## src/rtl/regfile_alu_pipe_pkg.sv

```systemverilog
// alu_pkg: encodings shared by the register-file/ALU execute unit.
// Holds the ALUOp/func3/func7 codes, the decoded ALU operation enum,
// the stall FSM state enum, and the instruction-to-operation decoder.
package alu_pkg;

   // {ALUOp1,ALUOp0} encodings
   localparam logic [1:0] ALUOP_ADD  = 2'b00;
   localparam logic [1:0] ALUOP_SUB  = 2'b01;
   localparam logic [1:0] ALUOP_FUNC = 2'b10;
   localparam logic [1:0] ALUOP_RSVD = 2'b11;

   // func3 codes for ALUOp = FUNC
   localparam logic [2:0] F3_ADDSUB = 3'b000;
   localparam logic [2:0] F3_SLL    = 3'b001;
   localparam logic [2:0] F3_SLT    = 3'b010;
   localparam logic [2:0] F3_SLTU   = 3'b011;
   localparam logic [2:0] F3_XOR    = 3'b100;
   localparam logic [2:0] F3_SR     = 3'b101;
   localparam logic [2:0] F3_OR     = 3'b110;
   localparam logic [2:0] F3_AND    = 3'b111;

   // func7 bit selecting SUB/SRA, and the M-extension MUL pattern
   localparam int         F7_ALT_BIT = 5;
   localparam logic [6:0] F7_MUL     = 7'b0000001;

   typedef enum logic [3:0] {
      OP_ADD, OP_SUB, OP_SLL, OP_SLT, OP_SLTU, OP_XOR,
      OP_SRL, OP_SRA, OP_OR, OP_AND, OP_MUL, OP_NOP
   } alu_op_e;

   typedef enum logic [1:0] {
      ST_IDLE, ST_EXEC, ST_MUL_BUSY
   } state_e;

   // Map control bits to an ALU operation. MUL is only recognised for
   // register-register forms, so an I-type immediate whose upper bits
   // happen to look like 0000001 still decodes as ADDI.
   function automatic alu_op_e alu_decode(input logic [1:0] aluop,
                                          input logic [2:0] f3,
                                          input logic [6:0] f7,
                                          input logic       alusrc,
                                          input logic       mul_en);
      alu_op_e op;
      op = OP_NOP;
      case (aluop)
         ALUOP_ADD:  op = OP_ADD;
         ALUOP_SUB:  op = OP_SUB;
         ALUOP_FUNC: begin
            case (f3)
               F3_ADDSUB: begin
                  if (mul_en && !alusrc && (f7 == F7_MUL)) op = OP_MUL;
                  else if (f7[F7_ALT_BIT] && !alusrc)      op = OP_SUB;
                  else                                     op = OP_ADD;
               end
               F3_SLL:  op = OP_SLL;
               F3_SLT:  op = OP_SLT;
               F3_SLTU: op = OP_SLTU;
               F3_XOR:  op = OP_XOR;
               F3_SR:   op = f7[F7_ALT_BIT] ? OP_SRA : OP_SRL;
               F3_OR:   op = OP_OR;
               F3_AND:  op = OP_AND;
               default: op = OP_NOP;
            endcase
         end
         default: op = OP_NOP;
      endcase
      return op;
   endfunction

endpackage

```

## src/rtl/regfile_alu_pipe_regfile.sv

```systemverilog
// regfile: NUM_REGS x XLEN register storage with two combinational read
// ports and one synchronous write port. x0 reads as zero and ignores writes.
module regfile #(
   parameter int XLEN     = 32,
   parameter int NUM_REGS = 32,
   parameter int AW       = $clog2(NUM_REGS)
) (
   input  logic            clk,
   input  logic            reset,
   input  logic            i_we,
   input  logic [AW-1:0]   i_waddr,
   input  logic [XLEN-1:0] i_wdata,
   input  logic [AW-1:0]   i_raddr1,
   output logic [XLEN-1:0] o_rdata1,
   input  logic [AW-1:0]   i_raddr2,
   output logic [XLEN-1:0] o_rdata2
);

   logic [XLEN-1:0] r_mem [NUM_REGS];

   // Synchronous write; x0 and out-of-range indices are never written.
   always_ff @(posedge clk) begin
      if (reset) begin
         for (int i = 0; i < NUM_REGS; i++) r_mem[i] <= '0;
      end else if (i_we && (i_waddr != '0) && (int'(i_waddr) < NUM_REGS)) begin
         r_mem[i_waddr] <= i_wdata;
      end
   end

   // Combinational read ports with the x0 guard.
   always_comb begin
      o_rdata1 = '0;
      o_rdata2 = '0;
      if ((i_raddr1 != '0) && (int'(i_raddr1) < NUM_REGS)) o_rdata1 = r_mem[i_raddr1];
      if ((i_raddr2 != '0) && (int'(i_raddr2) < NUM_REGS)) o_rdata2 = r_mem[i_raddr2];
   end

endmodule

```

## src/rtl/regfile_alu_pipe.sv

```systemverilog
// regfile_alu_pipe: two-stage register-file + ALU execute unit.
// Stage p1 holds the issued instruction's operands; the edge after issue
// latches the ALU result, pulses out_valid and writes back. Writeback is
// forwarded to an instruction issued on that same edge.
// Optional iterative shift-add multiplier with a stall FSM is enabled by
// defining REGFILE_ALU_MUL_EN.
module regfile_alu_pipe
   import alu_pkg::*;
#(
   parameter  int XLEN     = 32,
   parameter  int NUM_REGS = 32,
   parameter  int IMM_W    = 12,
   localparam int AW       = $clog2(NUM_REGS)
) (
   input  logic             clk,
   input  logic             reset,
   input  logic             in_valid,
   output logic             in_ready,
   input  logic [AW-1:0]    rs1,
   input  logic [AW-1:0]    rs2,
   input  logic [AW-1:0]    rd,
   input  logic             RegWrite,
   input  logic             ALUSrc,
   input  logic             ALUOp0,
   input  logic             ALUOp1,
   input  logic [2:0]       func3,
   input  logic [6:0]       func7,
   input  logic [IMM_W-1:0] imm,
   output logic [XLEN-1:0]  rv1,
   output logic [XLEN-1:0]  rv2,
   output logic [XLEN-1:0]  result,
   output logic             zero,
   output logic             out_valid
);

   localparam int SHW = $clog2(XLEN);
`ifdef REGFILE_ALU_MUL_EN
   localparam logic MUL_EN = 1'b1;
`else
   localparam logic MUL_EN = 1'b0;
`endif

   // issue-side wires
   logic                    w_accept;
   alu_op_e                 w_op_dec;
   logic signed [XLEN-1:0]  w_imm_ext;
   logic [XLEN-1:0]         w_rf1;
   logic [XLEN-1:0]         w_rf2;
   logic                    w_fwd;
   logic signed [XLEN-1:0]  w_opa;
   logic signed [XLEN-1:0]  w_rs2v;
   logic signed [XLEN-1:0]  w_opb;

   // execute-side wires
   logic                    w_busy;
   logic                    w_ex_done;
   logic [SHW-1:0]          w_shamt;
   logic signed [XLEN-1:0]  w_alu;
   logic [XLEN-1:0]         w_mul_res;

   // p1: instruction in execute
   logic                    r_vld_p1;
   logic signed [XLEN-1:0]  r_a_p1;
   logic signed [XLEN-1:0]  r_b_p1;
   logic [XLEN-1:0]         r_rv2_p1;
   alu_op_e                 r_op_p1;
   logic [AW-1:0]           r_rd_p1;
   logic                    r_we_p1;

   // p2: registered outputs
   logic                    r_vld_p2;
   logic [XLEN-1:0]         r_result_p2;
   logic                    r_zero_p2;

   assign w_accept  = in_valid && in_ready;
   assign w_op_dec  = alu_decode({ALUOp1, ALUOp0}, func3, func7, ALUSrc, MUL_EN);
   assign w_imm_ext = {{(XLEN-IMM_W){imm[IMM_W-1]}}, imm};

   // An op in execute completes on any edge where it is not stalled.
   assign w_ex_done = r_vld_p1 && !w_busy;

   // Forward the completing result to a same-edge issue; x0 never forwards.
   assign w_fwd  = w_ex_done && r_we_p1 && (r_rd_p1 != '0);
   assign w_opa  = (w_fwd && (rs1 == r_rd_p1)) ? w_alu : w_rf1;
   assign w_rs2v = (w_fwd && (rs2 == r_rd_p1)) ? w_alu : w_rf2;
   assign w_opb  = ALUSrc ? w_imm_ext : w_rs2v;

   regfile #(
      .XLEN     (XLEN),
      .NUM_REGS (NUM_REGS),
      .AW       (AW)
   ) u_regfile (
      .clk      (clk),
      .reset    (reset),
      .i_we     (w_ex_done && r_we_p1),
      .i_waddr  (r_rd_p1),
      .i_wdata  (w_alu),
      .i_raddr1 (rs1),
      .o_rdata1 (w_rf1),
      .i_raddr2 (rs2),
      .o_rdata2 (w_rf2)
   );

   // ---- issue -> execute boundary (p1) ----
   // Capture operands and control on accept; drop to a bubble after completion.
   always_ff @(posedge clk) begin
      if (reset) begin
         r_vld_p1 <= 1'b0;
         r_a_p1   <= '0;
         r_b_p1   <= '0;
         r_rv2_p1 <= '0;
         r_op_p1  <= OP_NOP;
         r_rd_p1  <= '0;
         r_we_p1  <= 1'b0;
      end else if (w_accept) begin
         r_vld_p1 <= 1'b1;
         r_a_p1   <= w_opa;
         r_b_p1   <= w_opb;
         r_rv2_p1 <= w_rs2v;
         r_op_p1  <= w_op_dec;
         r_rd_p1  <= rd;
         r_we_p1  <= RegWrite;
      end else if (w_ex_done) begin
         r_vld_p1 <= 1'b0;
      end
   end

   assign w_shamt = r_b_p1[SHW-1:0];

   // ALU: combinational evaluation of the op held in execute.
   always_comb begin
      w_alu = '0;
      case (r_op_p1)
         OP_ADD:  w_alu = r_a_p1 + r_b_p1;
         OP_SUB:  w_alu = r_a_p1 - r_b_p1;
         OP_SLL:  w_alu = r_a_p1 << w_shamt;
         OP_SLT:  w_alu = {{(XLEN-1){1'b0}}, (r_a_p1 < r_b_p1)};
         OP_SLTU: w_alu = {{(XLEN-1){1'b0}}, ($unsigned(r_a_p1) < $unsigned(r_b_p1))};
         OP_XOR:  w_alu = r_a_p1 ^ r_b_p1;
         OP_SRL:  w_alu = r_a_p1 >> w_shamt;
         OP_SRA:  w_alu = r_a_p1 >>> w_shamt;
         OP_OR:   w_alu = r_a_p1 | r_b_p1;
         OP_AND:  w_alu = r_a_p1 & r_b_p1;
         OP_MUL:  w_alu = w_mul_res;
         default: w_alu = '0;
      endcase
   end

   // ---- execute -> writeback boundary (p2) ----
   // Latch result/zero on completion; out_valid is a one-cycle pulse.
   always_ff @(posedge clk) begin
      if (reset) begin
         r_vld_p2    <= 1'b0;
         r_result_p2 <= '0;
         r_zero_p2   <= 1'b0;
      end else begin
         r_vld_p2 <= w_ex_done;
         if (w_ex_done) begin
            r_result_p2 <= w_alu;
            r_zero_p2   <= (w_alu == '0);
         end
      end
   end

   assign rv1       = r_a_p1;
   assign rv2       = r_rv2_p1;
   assign result    = r_result_p2;
   assign zero      = r_zero_p2;
   assign out_valid = r_vld_p2;

`ifdef REGFILE_ALU_MUL_EN
   localparam int CNT_W = $clog2(XLEN + 1);

   state_e             r_state;
   state_e             w_state_nxt;
   logic [CNT_W-1:0]   r_cnt;
   logic [XLEN-1:0]    r_mcand;
   logic [XLEN-1:0]    r_mplier;
   logic [XLEN-1:0]    r_acc;
   logic               w_cnt_done;
   logic               w_is_mul;

   assign w_is_mul   = (w_op_dec == OP_MUL);
   assign w_cnt_done = (r_cnt == CNT_W'(XLEN));
   // Stalled while bits remain; the final cycle lets the next op issue so
   // it can pick up the product through the forwarding path.
   assign w_busy     = (r_state == ST_MUL_BUSY) && !w_cnt_done;
   assign in_ready   = !w_busy;
   assign w_mul_res  = r_acc;

   // FSM state register.
   always_ff @(posedge clk) begin
      if (reset) r_state <= ST_IDLE;
      else       r_state <= w_state_nxt;
   end

   // FSM next state: issue selects EXEC or MUL_BUSY; MUL_BUSY exits once all bits retire.
   always_comb begin
      w_state_nxt = ST_IDLE;
      if (w_accept)                                   w_state_nxt = w_is_mul ? ST_MUL_BUSY : ST_EXEC;
      else if ((r_state == ST_MUL_BUSY) && !w_cnt_done) w_state_nxt = ST_MUL_BUSY;
   end

   // Shift-add multiplier: load on issue, retire one multiplier bit per stalled cycle.
   always_ff @(posedge clk) begin
      if (reset) begin
         r_cnt    <= '0;
         r_acc    <= '0;
         r_mcand  <= '0;
         r_mplier <= '0;
      end else if (w_accept && w_is_mul) begin
         r_cnt    <= '0;
         r_acc    <= '0;
         r_mcand  <= w_opa;
         r_mplier <= w_opb;
      end else if (w_busy) begin
         if (r_mplier[0]) r_acc <= r_acc + r_mcand;
         r_mcand  <= r_mcand << 1;
         r_mplier <= r_mplier >> 1;
         r_cnt    <= r_cnt + CNT_W'(1);
      end
   end
`else
   assign w_busy    = 1'b0;
   assign in_ready  = 1'b1;
   assign w_mul_res = '0;
`endif

endmodule

```

## config.mk

```make
export PLATFORM = sky130hd
export DESIGN_NAME = regfile_alu_pipe
export DESIGN_NICKNAME = d
export VERILOG_FILES = /design/src/rtl/regfile_alu_pipe_pkg.sv /design/src/rtl/regfile_alu_pipe_regfile.sv /design/src/rtl/regfile_alu_pipe.sv
export SDC_FILE = /design/constraint.sdc
export NUM_CORES = 2
export LEC_CHECK = 0
export CORE_MARGIN = 5
export CORE_UTILIZATION = 25
export DETAILED_ROUTE_END_ITERATION = 8
export MAX_ROUTING_LAYER = met4
export SLEW_MARGIN = 20
export SYNTH_ARGS = -nofsm -noshare
export SYNTH_HDL_FRONTEND = slang
export SYNTH_SLANG_ARGS = --single-unit
```

## constraint.sdc

```tcl
create_clock -name clk -period 5.74 [get_ports clk]
set_input_delay 1.148 -clock clk [delete_from_list [all_inputs] [get_ports clk]]
set_output_delay 1.148 -clock clk [all_outputs]
set_load 0.005 [all_outputs]
```

# Yosys cells after proc, flatten, opt, wreduce, memory -nomap -nowiden

Memories as Yosys holds them, arrays and structs flattened.
Index checks and enable logic that the tools add are counted.

Flip-flop bits (word level): 141
Bits in latches: 0
RAM bits: 1024
Memory bits (read-only): 0
Bits of input ports: 44
Output and inout bits: 99
Word-level logic and storage cells: 74
Memories kept: 1

$add $sub $neg: 2
$mul: 0
Divide/modulo/power cells: 0
Magnitude comparators: 2
Equal/unequal tests: 20
Shift-type cells: 3
Muxes and demuxes: 19
Bitwise gates (word level): 3
Reduce and logical (&&, ||, !) cells: 14

Memory list:

| name            | depth | bits a word | read ports | clocked after Yosys merged registers in | wr ports | line                           | source |
|---|---|---|---|---|---|---|---|
| u_regfile.r_mem | 32    | 32          | 2          | 0                                       | 32       | regfile_alu_pipe_regfile.sv:19 | `logic [XLEN-1:0] r_mem [NUM_REGS];` |

Operators with widths:

| cell                                                 | count |
|---|---|
| case mux 32 bit (10 select lines)                    | 1 |
| 2-to-1 mux 32 bit                                    | 6 |
| < comparator 32 bit                                  | 2 |
| adder 32 bit                                         | 1 |
| bitwise AND 32 bit                                   | 1 |
| zero test 32 bit                                     | 1 |
| bitwise OR 32 bit                                    | 1 |
| case mux 4 bit (8 select lines)                      | 1 |
| OR reduction 32 bit                                  | 1 |
| left shift 32 x 5 -> 32 bit                          | 1 |
| right shift 32 x 5 -> 32 bit                         | 1 |
| >>> shifter 32 x 5 -> 32 bit                         | 1 |
| subtractor 32 bit                                    | 1 |
| bitwise XOR 32 bit                                   | 1 |
| equality test 4 x 3 -> 1 bit (second input constant) | 4 |
| nonzero test 5 bit                                   | 3 |
| equality test 3 bit (second input constant)          | 4 |
| case mux 4 bit (3 select lines)                      | 1 |
| equality test 5 bit                                  | 2 |
| 2-to-1 mux 1 bit                                     | 9 |
| equality test 4 x 2 -> 1 bit (second input constant) | 2 |
| equality test 4 bit (second input constant)          | 2 |
| equality test 3 x 2 -> 1 bit (second input constant) | 2 |
| logical AND 1 bit                                    | 5 |
| other kinds (9)                                      | 9 |

# Logic depth before layout (Yosys ltp)

Word-level depth: 7
Gate-level depth with buffers: 19
Depth with buffers taken out: 15

# Modules after synthesis

Synthesis repeated with hierarchy kept, for this count alone.

Cell total of the unflattened synthesis: 5442
Area, all modules: 69660.6 um^2

By module, submodules not included:

| module           | times used | cells an instance | area each (um^2) | seq. area each (um^2) |
|---|---|---|---|---|
| regfile          | 1          | 3502              | 54232.0          | 30749.5 |
| regfile_alu_pipe | 1          | 1940              | 15428.5          | 2822.7 |

# Worst setup path after synthesis

OpenSTA, ideal clock, no wires.

Kind: reg-to-reg
From: register r_b_p1[2]
To: memory u_regfile.r_mem[10][30], data pin
Setup time: 266 ps
Data arrival time: 4154 ps
Slack: 1320 ps
Cell stages (with the launch flop): 19
Buffers on the path: 6
Clock period less this slack: 4420 ps
Path through: dfxtp_1 buf_4 buf_6 buf_6 clkinv_1 buf_2 buf_1 ha_1 nand2b_1 a2111o_1 a21oi_2 a211oi_1 o41ai_1 a21oi_1 o21ba_2 a221o_1 a21oi_2 buf_2 nor2_1

RTL lines:

| what                     | line                           | source |
|---|---|---|
| start: declaration       | regfile_alu_pipe.sv:64         | `logic signed [XLEN-1:0] r_b_p1;` |
| start signal: assignment | regfile_alu_pipe.sv:118        | `r_b_p1 <= w_opb;` |
| end: declaration         | regfile_alu_pipe_regfile.sv:19 |  |

# Worst setup path in the final report

From: register r_a_p1[1], in the netlist rv1[1]
To: register r_rv2_p1[29], in the netlist rv2[29]

Longest elaborated chain between the ends: 3
Elaborated cells between the ends (all ways): 7
Classes of those cells: add/sub (2); shift (3); mux (2)

RTL lines:

| what                                      | line                    | source |
|---|---|---|
| start: declaration                        | regfile_alu_pipe.sv:63  | `logic signed [XLEN-1:0] r_a_p1;` |
| start signal: assignment                  | regfile_alu_pipe.sv:117 | `r_a_p1 <= w_opa;` |
| subtractor 32 bit (tied with other cells) | regfile_alu_pipe.sv:135 | `OP_SUB: w_alu = r_a_p1 - r_b_p1;` |
| case mux 32 bit (10 select lines) (*)     | regfile_alu_pipe.sv:133 | `case (r_op_p1)` |
| 2-to-1 mux 32 bit (*)                     | regfile_alu_pipe.sv:85  | `assign w_rs2v = (w_fwd && (rs2 == r_rd_p1)) ? w_alu : w_rf2;` |
| end signal: assignment                    | regfile_alu_pipe.sv:119 | `r_rv2_p1 <= w_rs2v;` |
| end: declaration                          | regfile_alu_pipe.sv:65  | `logic [XLEN-1:0] r_rv2_p1;` |

Every way passes the cells marked *; elsewhere a longest branch is shown, timed or not.
A chain may end at the register's enable or synchronous reset.

==> results.env <==
CTS.CLK_SLEW.WORST_PATHS_PS=70
CTS-ROOT-BUF='sky130_fd_sc_hd__clkbuf_16'
DPL.CELL_COUNT=9664
FIRST_PASS_GRT_WIRE_LENGTH_UM=407000
SYNTH_EDF_COUNT=1024
REPORT.FINAL.HOLD_VIOL_COUNT=0
NUMCTSBUFFERS=121
DRT_PRE_ANTENNA_ITERS=6
CLK_LATENCY_WORST_SKEW_PAIR_PS=830
DRT-TOTAL-WL_UM=291000
VIAS_PER_CELL=5.68
FIRST_ITER_VIOLATIONS=8144
ASYNCSETRESETFLOPFRACSYNTH_PCT=0
TNS_PS=0
CLKSINKCOUNT=1165
POST_LAYOUT_NETS=6341
SYNTH.LIB_CELLS_USED.DISTINCT=98
PORT-BUFFER-COUNT=135
ARRIVAL_PS=6230
GR-USAGE-ALL-LAYERS_PCT=20.1
GP_ROUTABILITY_CONGESTION=0.972
MULTI_INPUT_COMB_AREA_UM2=32400
REMAINING_GLOBAL_ROUTE_OVERFLOW=0
CTS-HOLD-FIX-BUFFERS=0
POST_CTS_SETUP_BUFFER_COUNT=0
FINALCRITICALPERIOD_PS=5630
FLOORPLAN.IO_PINS=143
ROWS=192
YOSYS_WARNINGS=0
CRITPATHREQUIREDTIME_PS=6330
FMAX_MHz=177
CHIPWIDTH_UM=533
YS_SEQ_ELEMENTS=1165
H_TREE_LEVEL_COUNT=3
AVGROUTEDWIREPERCELL_UM=29.4
SETUP_REPAIR_AFTER_GLOBAL_ROUTING_MISSED_ITS_MARGIN='false'
CRITICAL_PATH.ENDPOINT_TYPE='register'
RUN_STATUS='finished, final reports clean'
DRTANTENNAVIOLNETS=0
FLOORPLAN.INITIALDENSITY_PCT=25.1
POST_ROUTE_CELLS_DRIVE_ABOVE_1_SHARE_PCT=18.9
CP_TOP_FAMILY='simple AND/OR/NAND/NOR gates'
TIMING.CRITICAL_PATH.FROM_TYPE='register'
CPMAXSTAGEDELAYCELL='sky130_fd_sc_hd__nor4b_4'
MAX_SLEW_MARGIN_PCT=13.5
NETLIST_AREA_UM2=68400
SEQUENTIAL_CELL_AREA_UM2=33600
TIMING.HOLD.WORST.CLASS='reg2reg'
FLOORPLAN.DIE_AREA_UM2=284000
WORST_IR_DROP_VDD_uV=301
DIE_H_UM=533
DESIGN.CORE.AREA_UM2=273000
POST-ROUTE-PERIOD-UTIL_PCT=98.2
FILLER_CELL_COUNT=27900
CRITICAL_PATH.CELL_CHAIN='inv_1 -> ha_1 -> nor2_1 -> o311ai_1 -> a211oi_1 -> buf_4 -> nor4_1 -> buf_4 -> nor2_1 -> a21oi_1 -> a22oi_1 -> nor4b_4 -> o22ai_1 -> buf_4 -> nor2_1 -> nor3_1'
WORSTPATHBUFFERINVERTERCOUNT=4
ROUTE.DETAILED.DRC=0
SYN_AVG_CELL_AREA_UM2=11.1
CTS_TREE='yes'
LAYOUT-AREA-OVERHEAD-VS-SYNTH_PCT=16.2
YS_SEQ_AREA_SHARE_PCT=49.1
GRT_MAX_DEGREE=94
VIA_COUNT_OF_THE_FIRST_GLOBAL_ROUTING_PASS=54600
WORST-SLEW-PIN-TRANSITION_PS=1280
DRV.MAX_CAP_VIOLATION_COUNT=0
ANTENNA_FOUND_INITIAL=16
VIAS=56300
WORST_CLOCK_SKEW_PS=102
WORSTSETUPPATHTYPE='reg2reg'
SYNTH_CELLS=6174
CTS_BUFFER_DEPTH=3
POWER.STATIC_LEAKAGE_nW=27.3
COUNT_OF_FINAL_MAX_SLEW_CHECK_FAILURES=0
DETAILED_PLACE_HPWL_UM=191000
TIMING.FINAL.SETUP_VIOLATIONS=0
SLOWEST_DELAY_PS=910
FINALNONFILLERCELLS=9903
CRIT_PATH_MAX_FANOUT=12
POST_CTS.RESIZED_INSTANCES=0
DOMINANTREGCELLSYNTH='sky130_fd_sc_hd__edfxtp_1'
POWER_PER_CELL_AREA_nW_PER_UM2=286
[registers in the layout, indices dropped and copies added (netlist names)]
register and cells:
out_valid 1, r_b_p1 32, r_op_p1 4, r_rd_p1 5, r_vld_p1 1, r_we_p1 1
result 32, rv1 32, rv2 32, u_regfile.r_mem 1024, zero 1
[logic make-up after synthesis]
group	share of synthesized area, %
AO/OA/AOI/OAI	13.2
XOR/XNOR	0.243
adder cells (fa/ha/maj)	1.83
buffers and inverters	4.32
other	0.0110
multiplexers	19.9
AND/OR/NAND/NOR	11.5
flip-flops	49.1
[metal layers]
| metal | global-route usage (%) | vias to the layer above | part of all wire [%] |
|---|---|---|---|
| li1 | - | 23300 | - |
| met3 | 5.93 | 745 | 13 |
| met5 | - | - | 0 |
| met4 | 9.62 | 0 | 5.8 |
| met2 | 29.9 | 4008 | 44 |
| met1 | 25.1 | 28200 | 38 |
[final timing paths]
check	depth (start not counted)	slack, ps	to	from
worst min register to register	2	460	r_b_p1[24]$_SDFFE_PP0P_	r_b_p1[24]$_SDFFE_PP0P_
worst max-delay path	16	110	rv2[29]$_SDFFE_PP0P_	rv1[1]$_SDFFE_PP0P_
worst max register to register	16	110	rv2[29]$_SDFFE_PP0P_	rv1[1]$_SDFFE_PP0P_
worst min-delay path	2	460	r_b_p1[24]$_SDFFE_PP0P_	r_b_p1[24]$_SDFFE_PP0P_
[where the power goes]
group / switching (mW) / internal [mW] / total, mW
sequential: 0.244 / 9.54 / 9.78
clock: 3.64 / 4.46 / 8.10
combinational: 3.28 / 1.60 / 4.88
total: 7.16 / 15.6 / 22.8
[cell usage after synthesis, types with 16 or more instances]
library cell                  n  share of area [%]
sky130_fd_sc_hd__mux2_2     149                2.5
sky130_fd_sc_hd__edfxtp_1  1024                 45
sky130_fd_sc_hd__nand2b_1    16               0.15
sky130_fd_sc_hd__nor2_1    1385                7.6
sky130_fd_sc_hd__a22oi_1    132                1.4
sky130_fd_sc_hd__a211oi_1    88               0.97
sky130_fd_sc_hd__o22ai_1     70               0.64
sky130_fd_sc_hd__nor3_1      78               0.57
sky130_fd_sc_hd__dfxtp_1    141                4.1
sky130_fd_sc_hd__nor2b_1     25               0.23
sky130_fd_sc_hd__mux4_2     344                 11
sky130_fd_sc_hd__a31oi_1     21               0.19
sky130_fd_sc_hd__o21ai_0    345                2.5
sky130_fd_sc_hd__inv_1      102               0.56
sky130_fd_sc_hd__o31ai_1     18               0.20
sky130_fd_sc_hd__a221oi_1   133                1.7
sky130_fd_sc_hd__buf_2       69               0.50
sky130_fd_sc_hd__mux2i_1    415                6.1
sky130_fd_sc_hd__o221ai_1    17               0.22
sky130_fd_sc_hd__and3_1      17               0.16
sky130_fd_sc_hd__a21oi_1    241                1.8
sky130_fd_sc_hd__nand3_1     38               0.28
sky130_fd_sc_hd__o211ai_1    93                1.0
sky130_fd_sc_hd__nor4_1      17               0.16
sky130_fd_sc_hd__ha_1        97                1.8
sky130_fd_sc_hd__nand2_1    232                1.3
sky130_fd_sc_hd__buf_1       63               0.35
sky130_fd_sc_hd__clkbuf_1   478                2.6
[cell type report]
class                      count  share of cell area (%)
clock buffer                 138                    3.98
antenna                       13                  0.0409
multi-input combinational   4303                    40.8
tap                         3589                    5.65
timing repair buffer         501                    5.70
sequential                  1165                    42.3
inverter                     106                   0.502
clock inverter                88                    1.04
[tightest hold or removal path, delay by kind of cell, from the launching register on]
family	cells	cell delay, ps
AND/OR/NAND/NOR	2	100
flip-flops	1	320
[per-stage QoR]
stage                     setup WS [ps]  total power [mW]  hold slack [ps]  utilization [%]  cell area, um^2
final                               105              22.8              464             29.1            79500
after global placement              346              14.6              458             27.6            75400
after global routing                147              23.4              502             29.1            79500
after detailed placement            365              14.7              458             27.6            75400
after floorplan                    1320              12.5              435                -            68500
after CTS                           319              22.7              468             29.1            79400
[placed cells by master (no fill, tap or decap), drive strengths merged, types with 14 or more instances in the layout]
cell	count
a2111oi	14
a211oi	92
a21oi	243
a221oi	135
a22oi	132
a31oi	21
and3	17
buf	378
clkbuf	139
clkdlybuf4s50	122
clkinv	69
conb	33
dfxtp	141
edfxtp	1024
ha	97
inv	110
mux2	149
mux2i	415
mux4	344
nand2	232
nand2b	16
nand3	38
nand4	14
nor2	1386
nor2b	25
nor3	78
nor4	17
o211ai	93
o21ai	352
o221ai	17
o22ai	70
o31ai	18
or3	14
No activity file was read; power rests on OpenSTA's default activity.
